[src/rtl/mem_addr_seq.sv]
// mem_addr_seq
//
// Memory-address sequencer for the multicycle CPU. It selects one of NUM_SRC
// address sources, registers the chosen address, and holds it stable for
// WAIT_CYCLES memory-latency cycles. It then raises a one-cycle done strobe.
// An out-of-range select or a misaligned word address is rejected with a
// one-cycle error pulse. A rejected request leaves the address unchanged, so
// the address never becomes unknown.
//
// Parameters
//   WIDTH       address width
//   NUM_SRC     number of address sources (2 .. 2**SEL_W)
//   SEL_W       select width
//   EXC_SRC     source forced by exc_force (< NUM_SRC)
//   WAIT_CYCLES memory latency in cycles (>= 1)
//   ALIGN_CHK   1 = word accesses must be 4-byte aligned
//
// Ports
//   clk        in   clock, rising edge
//   reset      in   asynchronous reset, active low
//   src_bus    in   packed sources, source i at src_bus[i*WIDTH +: WIDTH]
//   sel        in   source index
//   start      in   access request (sampled in IDLE and DONE)
//   word       in   1 = word access (alignment checked), 0 = byte access
//   exc_force  in   on an accepted start, use EXC_SRC and skip alignment check
//   addr       out  registered memory address
//   busy       out  high while an access is in WAIT or DONE
//   done       out  one-cycle completion strobe
//   err_sel    out  one-cycle pulse: start with sel >= NUM_SRC
//   err_align  out  one-cycle pulse: start with misaligned word address
module mem_addr_seq #(
    parameter int WIDTH       = 32,
    parameter int NUM_SRC     = 5,
    parameter int SEL_W       = 3,
    parameter int EXC_SRC     = 4,
    parameter int WAIT_CYCLES = 1,
    parameter int ALIGN_CHK   = 1
) (
    input  logic                     clk,
    input  logic                     reset,
    input  logic [NUM_SRC*WIDTH-1:0] src_bus,
    input  logic [SEL_W-1:0]         sel,
    input  logic                     start,
    input  logic                     word,
    input  logic                     exc_force,
    output logic [WIDTH-1:0]         addr,
    output logic                     busy,
    output logic                     done,
    output logic                     err_sel,
    output logic                     err_align
);

    localparam int CNT_W = $clog2(WAIT_CYCLES + 1);

    typedef enum logic [1:0] {
        S_IDLE = 2'd0,
        S_WAIT = 2'd1,
        S_DONE = 2'd2
    } state_t;

    state_t             state, state_nxt;
    logic [CNT_W-1:0]   cnt, cnt_nxt;
    logic [WIDTH-1:0]   addr_nxt;
    logic               err_sel_nxt, err_align_nxt;

    logic [SEL_W-1:0]   eidx;
    logic [WIDTH-1:0]   cand;
    logic               sel_bad, align_bad;

    assign eidx = exc_force ? SEL_W'(EXC_SRC) : sel;

    // The extra select bit keeps the range check meaningful when NUM_SRC
    // equals 2**SEL_W. In that case every select value is legal.
    assign sel_bad = !exc_force && ({1'b0, sel} >= (SEL_W+1)'(NUM_SRC));

    // An unmatched index yields zero instead of an out-of-range part-select.
    // Such a candidate is never committed, because sel_bad takes priority.
    always_comb begin
        cand = '0;
        for (int i = 0; i < NUM_SRC; i++) begin
            if (eidx == SEL_W'(i)) begin
                cand = src_bus[i*WIDTH +: WIDTH];
            end
        end
    end

    assign align_bad = (ALIGN_CHK != 0) && word && !exc_force &&
                       (cand[1:0] != 2'b00);

    always_comb begin
        state_nxt     = state;
        cnt_nxt       = cnt;
        addr_nxt      = addr;
        err_sel_nxt   = 1'b0;
        err_align_nxt = 1'b0;
        case (state)
            // DONE handles start exactly like IDLE. This permits back-to-back
            // accesses with no idle cycle between them.
            S_IDLE, S_DONE: begin
                state_nxt = S_IDLE;
                if (start) begin
                    if (sel_bad) begin
                        err_sel_nxt = 1'b1;
                    end else if (align_bad) begin
                        err_align_nxt = 1'b1;
                    end else begin
                        addr_nxt  = cand;
                        cnt_nxt   = CNT_W'(WAIT_CYCLES);
                        state_nxt = S_WAIT;
                    end
                end
            end
            S_WAIT: begin
                cnt_nxt = cnt - CNT_W'(1);
                if (cnt == CNT_W'(1)) begin
                    state_nxt = S_DONE;
                end
            end
            default: begin
                state_nxt = S_IDLE;
            end
        endcase
    end

    always_ff @(posedge clk or negedge reset) begin
        if (!reset) begin
            state     <= S_IDLE;
            cnt       <= '0;
            addr      <= '0;
            err_sel   <= 1'b0;
            err_align <= 1'b0;
        end else begin
            state     <= state_nxt;
            cnt       <= cnt_nxt;
            addr      <= addr_nxt;
            err_sel   <= err_sel_nxt;
            err_align <= err_align_nxt;
        end
    end

    // Both strobes decode the state register, so no input reaches an output
    // through combinational logic.
    assign busy = (state != S_IDLE);
    assign done = (state == S_DONE);

endmodule
[config.mk]
export PLATFORM = sky130hd
export DESIGN_NAME = mem_addr_seq
export DESIGN_NICKNAME = d
export VERILOG_FILES = /design/src/rtl/mem_addr_seq.sv
export SDC_FILE = /design/constraint.sdc
export NUM_CORES = 1
export LEC_CHECK = 0
export ABC_AREA = 1
export BUFFER_PORTS_ARGS = -buffer_cell sky130_fd_sc_hd__buf_2
export CAP_MARGIN = 25
export CORE_MARGIN = 4
export CORE_UTILIZATION = 43
export DETAILED_ROUTE_END_ITERATION = 16
export PLACE_DENSITY = 0.87
export SETUP_SLACK_MARGIN = 0.4
export SYNTH_ARGS = -nofsm -noshare
export SYNTH_HDL_FRONTEND = slang
export SYNTH_SLANG_ARGS = --single-unit
[constraint.sdc]
create_clock -name clk -period 3 [get_ports clk]
set_input_delay 0.45 -clock clk [delete_from_list [all_inputs] [get_ports clk]]
set_output_delay 0.45 -clock clk [all_outputs]
set_load 0.1 [all_outputs]
==> flow_summary.json <==
{
  "hold_path_class": "input port to asynchronous set/reset pin",
  "crit_buf_inv": 2,
  "drc": 0,
  "synth-simple-area-share_pct": 44.7,
  "fillCellCount": 542,
  "path_delay_family": "simple AND/OR/NAND/NOR gates",
  "synth_nets": 542,
  "yosys.area_share.adder_pct": 0,
  "ys_types": 22,
  "viasPerCell": 5.44,
  "worst_pin_slew_ps": 975,
  "yosysTopAreaCellShare_pct": 36.3,
  "cp_cell_sequence": "buf_2, buf_4, nor2_1, nand3_1, nand2_1, nor2_1, nand2_1, nand2_1, nand2_1, nand2_4, nand2_8, nand2_1, nand2_1",
  "fmax_mhz": 430,
  "avgSynthCellArea_um2": 6.82,
  "cts_made_buffers": 5,
  "dp_hpwl_mm": 7.59,
  "place_area_um2": 3560,
  "criticalPathCategory": "input port to flip-flop",
  "postCtsSetupRepairBufs": 0,
  "grt_max_degree": 38,
  "initial_core_util_pct": 45.2,
  "async_flop_share_pct": 100,
  "synthMuxAreaShare_pct": 0,
  "gp_congestion": 0.938,
  "p_per_area_nw_per_um2": 825,
  "ys_seq_area_share_pct": 36.3,
  "io_pins": 204,
  "synth_enable_flop_cells": 0,
  "die-width_um": 85.0,
  "num_vias": 3447,
  "critPathRequiredTime_ps": 3170,
  "rsz0062_at_grt": "false",
  "dieArea_um2": 7230,
  "cts_tree": "yes",
  "antenna_found_initial": 0,
  "dr.pass1.iters": 4,
  "die_y_um": 85.0,
  "wirelength_mm": 9.90,
  "ys_warn_count": 0,
  "rows": 27,
  "finalCritPeriodShare_pct": 77.6,
  "leakage_nw": 2.07,
  "cpMostUsedCell": "nand2_1",
  "critPathMaxStageDelay_ps": 330,
  "drtIter0Drc": 151,
  "layout-drive-gt1-share_pct": 39.5,
  "fin_crit_ps": 2330,
  "synth_commonest_cells": "168 x nand2_1, 37 x dfrtp_1, 37 x nand3_1, 32 x nand4_1, 30 x o221ai_1",
  "io_buffers": 203,
  "grt_overflow": 0,
  "synthXorXnorAreaFrac_pct": 0,
  "slew_viol_final": 0,
  "cap_violations": 0,
  "tns_ps": 0,
  "skew_ps": 3.62,
  "worst_setup_path_end_kind": "flip-flop",
  "synthFlopType": "dfrtp_1",
  "fin_hold_ws_ps": 266,
  "crit_path_top_delay_cell": "nand2_4",
  "grt_usage_pct": 25.7,
  "peakVddDrop_mv": 0.544,
  "arrival_ps": 2500,
  "ant_nets": 0,
  "ys_seq_elements": 37,
  "syn2layout_area_growth_pct": 43.0,
  "clkTransAtPathRegs_ps": 70,
  "clock_latency_ps": 280,
  "setup_viol": 0,
  "root_buffer": "clkbuf_8",
  "first_global_vias": 3324,
  "status": "completed",
  "fin_area_um2": 3650,
  "cts_buffer_depth": 2,
  "slew_headroom_pct": 34.9,
  "cts_sinks": 37,
  "yosysMostFrequentCell": "nand2_1",
  "synth_top_family_by_area": "simple AND/OR/NAND/NOR gates",
  "num_antenna_cells": 0,
  "cts_max_level": 2,
  "critPathLaunchType": "input port",
  "grt_pass1_wl_mm": 15.2,
  "synth_area_leader_cell": "dfrtp_1",
  "total_power_w": 0.00301,
  "ys_top_cells_by_area": "dfrtp_1 36%, nand2_1 25%, o221ai_1 10%",
  "synthCells": 374,
  "wire_per_inst_um": 15.6,
  "synth_compound_area_share_pct": 10.8,
  "hold_viol": 0,
  "crit_fanout": 34,
  "netlist_area_um2": 2550,
  "coreArea_um2": 5640,
  "nets": 729
}
## report_power, final
group          leakage [nW]  internal, W  switching, W
clock network        0.0395     0.000165      0.000165
registers             0.475     0.000666     0.0000967
logic                  1.56     0.000314       0.00160
## worst register-to-register path, delay by kind of cell, from the launching register on
| family | cells | cell delay (ps) |
|---|---|---|
| buffers and inverters | 4 | 530 |
| DFF | 1 | 380 |
| and+or+nand+nor | 5 | 560 |
## layout by cell type, fill, tap and decap left out, types with 3 or more instances in the layout
cell type  instances
nand4_1           32
clkbuf_8           5
dfrtp_1           37
o221ai_1          30
buf_2            203
nand2_1          168
clkbuf_1           3
inv_1             14
nand3_1           37
nor2_1            13
buf_4              6
## metrics by stage
stage / worst slack, ps / utilization [%] / std cells
floorplan: 924 / - / 374
global placement: 473 / 63.1 / 626
detailed placement: 349 / 63.1 / 626
CTS: 642 / 64.5 / 634
global route: 505 / 64.6 / 634
finish: 673 / 64.6 / 634
## cell families after synthesis
family	count (synthesis)
AOI/OAI and AO/OA	32
DFF	37
and+or+nand+nor	259
buffers and inverters	46
## registers in the layout (all words and copies together) (netlist names)
name,count
err_align,1
state,2
err_sel,1
addr,32
cnt,1
## final timing paths
kind / startpoint / endpoint / slack [ps] / cells past startpoint
worst min register to register: addr[23]$_DFFE_PN0P_ / addr[23]$_DFFE_PN0P_ / 470 / 2
min in group clk: start / err_sel$_DFF_PN0_ / 440 / 3
worst min-delay path: reset / addr[1]$_DFFE_PN0P_ / 270 / 1
worst max register to register: state[0]$_DFFE_PN0P_ / addr[22]$_DFFE_PN0P_ / 1410 / 9
worst max-delay path: sel[0] / addr[22]$_DFFE_PN0P_ / 670 / 13
max in group asynchronous: reset / addr[4]$_DFFE_PN0P_ / 2210 / 1
## per-layer routing
layer / GRT usage, % / wire length (µm)
met1: 29.2 / 3760
met2: 46.2 / 4870
met3: 7.28 / 977
met4: 8.49 / 288
met5: 0 / 0
## area by class of cell
cell class              instances  area [µm²]  area share, %
repair buffers                209        1060           29.1
flip-flops and latches         37         926           25.4
well taps                      72        90.1           2.47
multi-input cells             291        1430           39.1
inverters                      17        63.8           1.75
clock buffers                   8        80.1           2.20
## what timing repair did
item                                   CTS  global route
hold buffers                             0             0
setup endpoints to repair                0             1
resized for setup                        0             1
endpoints found under the hold margin    0             0
(Power assumes the default switching activity.)
